### config.mk
export PLATFORM = sky130hd
export DESIGN_NAME = button_event_classifier
export DESIGN_NICKNAME = d
export VERILOG_FILES = /design/src/rtl/button_event_classifier.sv
export SDC_FILE = /design/constraint.sdc
export NUM_CORES = 1
export LEC_CHECK = 0
export ABC_AREA = 1
export CAP_MARGIN = 10
export CORE_MARGIN = 2
export CORE_UTILIZATION = 35
export CTS_BUF_LIST = sky130_fd_sc_hd__clkbuf_4
export CTS_CLUSTER_DIAMETER = 40
export CTS_CLUSTER_SIZE = 25
export DETAILED_ROUTE_END_ITERATION = 7
export SLEW_MARGIN = 20
export SYNTH_ARGS = -nofsm -noshare
export SYNTH_HDL_FRONTEND = slang
export SYNTH_SLANG_ARGS = --single-unit
### constraint.sdc
create_clock -name clk_i -period 1.4 [get_ports clk_i]
set_input_delay 0.28 -clock clk_i [delete_from_list [all_inputs] [get_ports clk_i]]
set_output_delay 0.28 -clock clk_i [all_outputs]
set_load 0.01 [all_outputs]
### src/rtl/button_event_classifier.sv
// ----------------------------------------------------------------------------
// button_event_classifier
//
// Purpose:
//   Classifies a debounced, clock-synchronous button level into events:
//   press, release, short press, long press and auto-repeat while held.
//   A button that is already pressed when reset is released is ignored until
//   it has been seen released once (WAIT_LOW state).
//
// Ports:
//   clk_i        in   system clock, rising edge
//   rst_i        in   asynchronous active-high reset
//   db_i         in   debounced button level, 1 = pressed
//   press_o      out  one-cycle pulse on accepted press
//   release_o    out  one-cycle pulse on release of an accepted press
//   short_o      out  one-cycle pulse, released before the long threshold
//   long_o       out  one-cycle pulse, long threshold reached while held
//   repeat_o     out  one-cycle pulse every REPEAT_CYC cycles after long
//   held_o       out  level, high while the registered state is HELD
//   short_cnt_o  out  wrapping count of short presses
//   long_cnt_o   out  wrapping count of long presses
// ----------------------------------------------------------------------------
module button_event_classifier #(
  parameter int CLK_PER_TICK = 16,
  parameter int LONG_TICKS   = 8,
  parameter int REPEAT_TICKS = 4,
  parameter int CNT_W        = 8
) (
  input  logic             clk_i,
  input  logic             rst_i,
  input  logic             db_i,
  output logic             press_o,
  output logic             release_o,
  output logic             short_o,
  output logic             long_o,
  output logic             repeat_o,
  output logic             held_o,
  output logic [CNT_W-1:0] short_cnt_o,
  output logic [CNT_W-1:0] long_cnt_o
);

  localparam int LONG_CYC   = CLK_PER_TICK * LONG_TICKS;
  localparam int REPEAT_CYC = CLK_PER_TICK * REPEAT_TICKS;
  localparam int MAX_CYC    = (LONG_CYC > REPEAT_CYC) ? LONG_CYC : REPEAT_CYC;
  localparam int HOLD_W     = $clog2(MAX_CYC + 1);

  // The hold counter is cleared at the entry edge, so at the edge k cycles
  // after entry it holds k-1. Comparing against CYC-1 therefore fires at
  // exactly entry + CYC.
  localparam logic [HOLD_W-1:0] LONG_LAST = HOLD_W'(LONG_CYC - 1);
  localparam logic [HOLD_W-1:0] REP_LAST  = HOLD_W'(REPEAT_CYC - 1);

  typedef enum logic [1:0] {
    WAIT_LOW = 2'd0,
    IDLE     = 2'd1,
    PRESSED  = 2'd2,
    HELD     = 2'd3
  } state_t;

  state_t             state_q, state_d;
  logic [HOLD_W-1:0]  hold_q, hold_d;
  logic               press_q, press_d;
  logic               release_q, release_d;
  logic               short_q, short_d;
  logic               long_q, long_d;
  logic               repeat_q, repeat_d;
  logic               held_q, held_d;
  logic [CNT_W-1:0]   short_cnt_q, short_cnt_d;
  logic [CNT_W-1:0]   long_cnt_q, long_cnt_d;

  always_ff @(posedge clk_i or posedge rst_i) begin
    if (rst_i) begin
      state_q     <= WAIT_LOW;
      hold_q      <= '0;
      press_q     <= 1'b0;
      release_q   <= 1'b0;
      short_q     <= 1'b0;
      long_q      <= 1'b0;
      repeat_q    <= 1'b0;
      held_q      <= 1'b0;
      short_cnt_q <= '0;
      long_cnt_q  <= '0;
    end else begin
      state_q     <= state_d;
      hold_q      <= hold_d;
      press_q     <= press_d;
      release_q   <= release_d;
      short_q     <= short_d;
      long_q      <= long_d;
      repeat_q    <= repeat_d;
      held_q      <= held_d;
      short_cnt_q <= short_cnt_d;
      long_cnt_q  <= long_cnt_d;
    end
  end

  always_comb begin
    state_d     = state_q;
    hold_d      = hold_q;
    press_d     = 1'b0;
    release_d   = 1'b0;
    short_d     = 1'b0;
    long_d      = 1'b0;
    repeat_d    = 1'b0;
    short_cnt_d = short_cnt_q;
    long_cnt_d  = long_cnt_q;

    case (state_q)
      WAIT_LOW: begin
        if (!db_i) begin
          state_d = IDLE;
          hold_d  = '0;
        end
      end

      IDLE: begin
        if (db_i) begin
          state_d = PRESSED;
          hold_d  = '0;
          press_d = 1'b1;
        end
      end

      PRESSED: begin
        // Release is tested first so a release on the threshold edge itself
        // is still a short press.
        if (!db_i) begin
          state_d     = IDLE;
          hold_d      = '0;
          short_d     = 1'b1;
          release_d   = 1'b1;
          short_cnt_d = short_cnt_q + CNT_W'(1);
        end else if (hold_q == LONG_LAST) begin
          state_d    = HELD;
          hold_d     = '0;
          long_d     = 1'b1;
          long_cnt_d = long_cnt_q + CNT_W'(1);
        end else begin
          hold_d = hold_q + HOLD_W'(1);
        end
      end

      HELD: begin
        // Release has priority over a coincident repeat.
        if (!db_i) begin
          state_d   = IDLE;
          hold_d    = '0;
          release_d = 1'b1;
        end else if (hold_q == REP_LAST) begin
          hold_d   = '0;
          repeat_d = 1'b1;
        end else begin
          hold_d = hold_q + HOLD_W'(1);
        end
      end

      default: begin
        state_d = WAIT_LOW;
        hold_d  = '0;
      end
    endcase
  end

  // Registered copy of "next state is HELD" so held_o tracks state_q exactly.
  assign held_d = (state_d == HELD);

  assign press_o     = press_q;
  assign release_o   = release_q;
  assign short_o     = short_q;
  assign long_o      = long_q;
  assign repeat_o    = repeat_q;
  assign held_o      = held_q;
  assign short_cnt_o = short_cnt_q;
  assign long_cnt_o  = long_cnt_q;

endmodule

==> qor.yml <==
track_usage: 0.150
p_leak_nw: 1.38
dr.first_iter.drc_count: 36
cts.reportedPaths.clkPinSlew_ns: 0.11
grt_max_degree: 33
path_max_fanout: 5
hold_path_class: "in2async"
vias_per_cell: 4.38
syn_nets: 213
ctsHoldBuffers: 0
path_class: "reg2reg"
path_buf_inv: 2
die_w_um: 74.2
grt_pass1_wl_um: 6240
yosys_warnings: 0
hold_viol: 0
die_h_um: 74.2
synth-async-reset-ratio: 1.00
max_freq_mhz: 688
violations: "negative setup slack"
routed_wl_um: 3710
finalCritPeriodShare: 1.04
synth_compound_area_frac: 0.0675
cts_tree: "done"
tightest_slew_ns: 0.222
arrival_ns: 1.70
instances_no_fill: 345
power_density_nw_per_um2: 1240
period_minus_slack_ns: 1.45
finalSetupViolCount: 3
final_core_util: 0.539
cts_num_sinks: 32
core_area_um2: 4720
yosysSeqAreaShare: 0.464
wl_per_cell_um: 10.8
grt.overflow.total: 0
drive_gt1_frac: 0.313
synth-seq-cells: 32
synthFlopType: "dfrtp_1"
crit_family: "simple AND/OR/NAND/NOR gates"
avgSynthCellArea_um2: 8.54
finalWorstSetupSlack_ns: -0.0527
ant_nets: 0
synth_edf_count: 0
final.fill_count: 429
slowest_stage: "dfrtp_1"
vias: 1511
gp_congestion: 0.800
path_cells: "inv_2, ha_4, nand2_4, inv_4, nand2_4, nor3_4, nand3_1, nand2_1, nand2_1"
rsz0062_at_grt: "yes"
syn_inst: 202
synth_top_cells_by_area: "dfrtp_1 (46%), nand2_1 (10%), inv_1 (7.4%)"
multi_input_area_um2: 832
synth-xor-area-share: 0.0711
cts_buffer_depth: 2
place_hpwl_um: 2590
die_area_um2: 5500
slew_headroom: 0.851
cp_slowest_stage_delay_ns: 0.43
cts_root_buffer: "clkbuf_4"
dp.cells: 322
drv_cap: 0
status: "complete, but fails checks"
synth_top_family_by_area: "simple AND/OR/NAND/NOR gates"
yosys.area_share.simple: 0.239
initial_core_util: 0.365
htreeDepth: 2
nets: 288
synth_top_area_share: 0.464
io_pins: 25
setup.worst_path.start_class: "flip-flop"
port_buffers: 24
synth_fa_ha_area_frac: 0.0581
vdd_drop_max_mv: 0.602
synthMuxAreaShare: 0
fin_worst_skew_ns: 0.00893
detail_route.first_pass.iterations: 4
grt_pass1_vias: 1423
endpoint_kind: "flip-flop"
areaGrowthSynthToFinish_pct: 47.8
synth_cell_type_count: 25
synth_area_um2: 1720
num_rows: 25
worstPathRequired_ns: 1.65
clk_latency_ns: 0.35
cts_buffers: 5
slew_viol_final: 0
drc: 0
synth_top_area_cell: "dfrtp_1"
regArea_um2: 801
diodes: 0
antenna_found_initial: 0
[layer usage]
layer,global-route usage,wire length [um],vias to the layer above
met4,0.0747,78,0
li1,-,-,782
met2,0.235,1830,25
met3,0.0393,129,7
met1,0.191,1670,697
met5,0,0,-
[cells in the mapped netlist (2+ instances only)]
cell     instances
o21ai_1          3
nand3_1         15
xnor2_1          2
nand2_1         46
ha_1             8
nor3_1           2
xor2_1          12
inv_2            4
a21oi_1          8
inv_1           34
nand4_1          5
o21ai_0          9
nor2_1           7
nand2_2          4
nor3_4           2
dfrtp_1         32
[worst paths after layout]
kind                                            startpoint                    endpoint  slack, ns  cells after the start
worst max-delay path                  state_q[0]$_DFF_PP0_  short_cnt_o[6]$_DFFE_PP0P_      -0.05                      9
min in group clk_i              short_cnt_o[7]$_DFFE_PP0P_  short_cnt_o[7]$_DFFE_PP0P_       0.49                      1
worst min-delay path                                 rst_i         release_o$_DFF_PP0_       0.26                      3
worst max register to register        state_q[0]$_DFF_PP0_  short_cnt_o[6]$_DFFE_PP0P_      -0.05                      9
worst min register to register  short_cnt_o[7]$_DFFE_PP0P_  short_cnt_o[7]$_DFFE_PP0P_       0.49                      1
max in group asynchronous                            rst_i       hold_q[7]$_DFFE_PP0P_       0.97                      3
[report_power, final]
| part | switching [mW] | internal (mW) |
|---|---|---|
| Clock | 0.343 | 0.393 |
| Combinational | 0.677 | 0.588 |
| Sequential | 0.0923 | 1.07 |
| Total | 1.11 | 2.05 |
[timing repair]
item / in CTS / in global routing
pin swaps: 2 / 8
endpoints found under the setup margin: 33 / 19
cloned: 1 / 0
buffers inserted: 5 / 9
gates resized for setup: 33 / 19
[worst reg2reg max path: cells and delay by family (launching register included)]
family                     cells  cell delay (ns)
buffers and inverters          2             0.17
and+or+nand+nor                6             0.57
adders and majority gates      1             0.18
DFF                            1             0.43
[placed cells by master, fill, tap and decap left out, drive strengths merged]
cell,synthesis,final
nand2,51,51
buf,2,46
inv,39,39
dfrtp,32,32
dlygate4sd2,0,22
nand3,15,15
o21ai,13,13
xor2,12,12
nor2,9,9
a21oi,8,8
ha,8,8
clkbuf,0,6
nand4,5,5
nor3,5,5
xnor2,2,2
clkdlybuf4s50,0,2
o211ai,1,1
bufinv,0,1
clkinv,0,1
[cells by family (layout without fill, tap and decap cells)]
family          count (synthesis)  after routing
compound gates                 22             22
xor+xnor                       14             14
fa+ha+maj                       8              8
buf+inv                        41            117
flops                          32             32
simple gates                   85             85
[state kept, by name (all words and copies together) (netlist names)]
register and count:
release_o 1, short_o 1, repeat_o 1, held_o 1
short_cnt_o 8, state_q 2, hold_q 8, long_cnt_o 8
press_o 1, long_o 1
[cell type report]
class	count	share of cell area
clock buffer	6	0.0177
tap	67	0.0329
clock inverter	2	0.0138
inverter	39	0.0624
multi-input combinational	129	0.327
timing repair buffer	70	0.232
sequential	32	0.314
[through the flow]
stage / power (mW) / setup TNS (ns) / hold slack [ns] / cell area, um2 / setup slack [ns]
after floorplan: 1.77 / 0 / 0.396 / 1740 / 0.0171
after global placement: 2.33 / -4.45 / 0.480 / 2300 / -0.237
after detailed placement: 2.33 / -4.77 / 0.482 / 2300 / -0.260
after CTS: 3.07 / -0.0295 / 0.257 / 2420 / -0.0171
after global routing: 3.38 / -1.59 / 0.277 / 2550 / -0.160
final: 3.16 / -0.109 / 0.258 / 2550 / -0.0527
(Power assumes the default switching activity.)
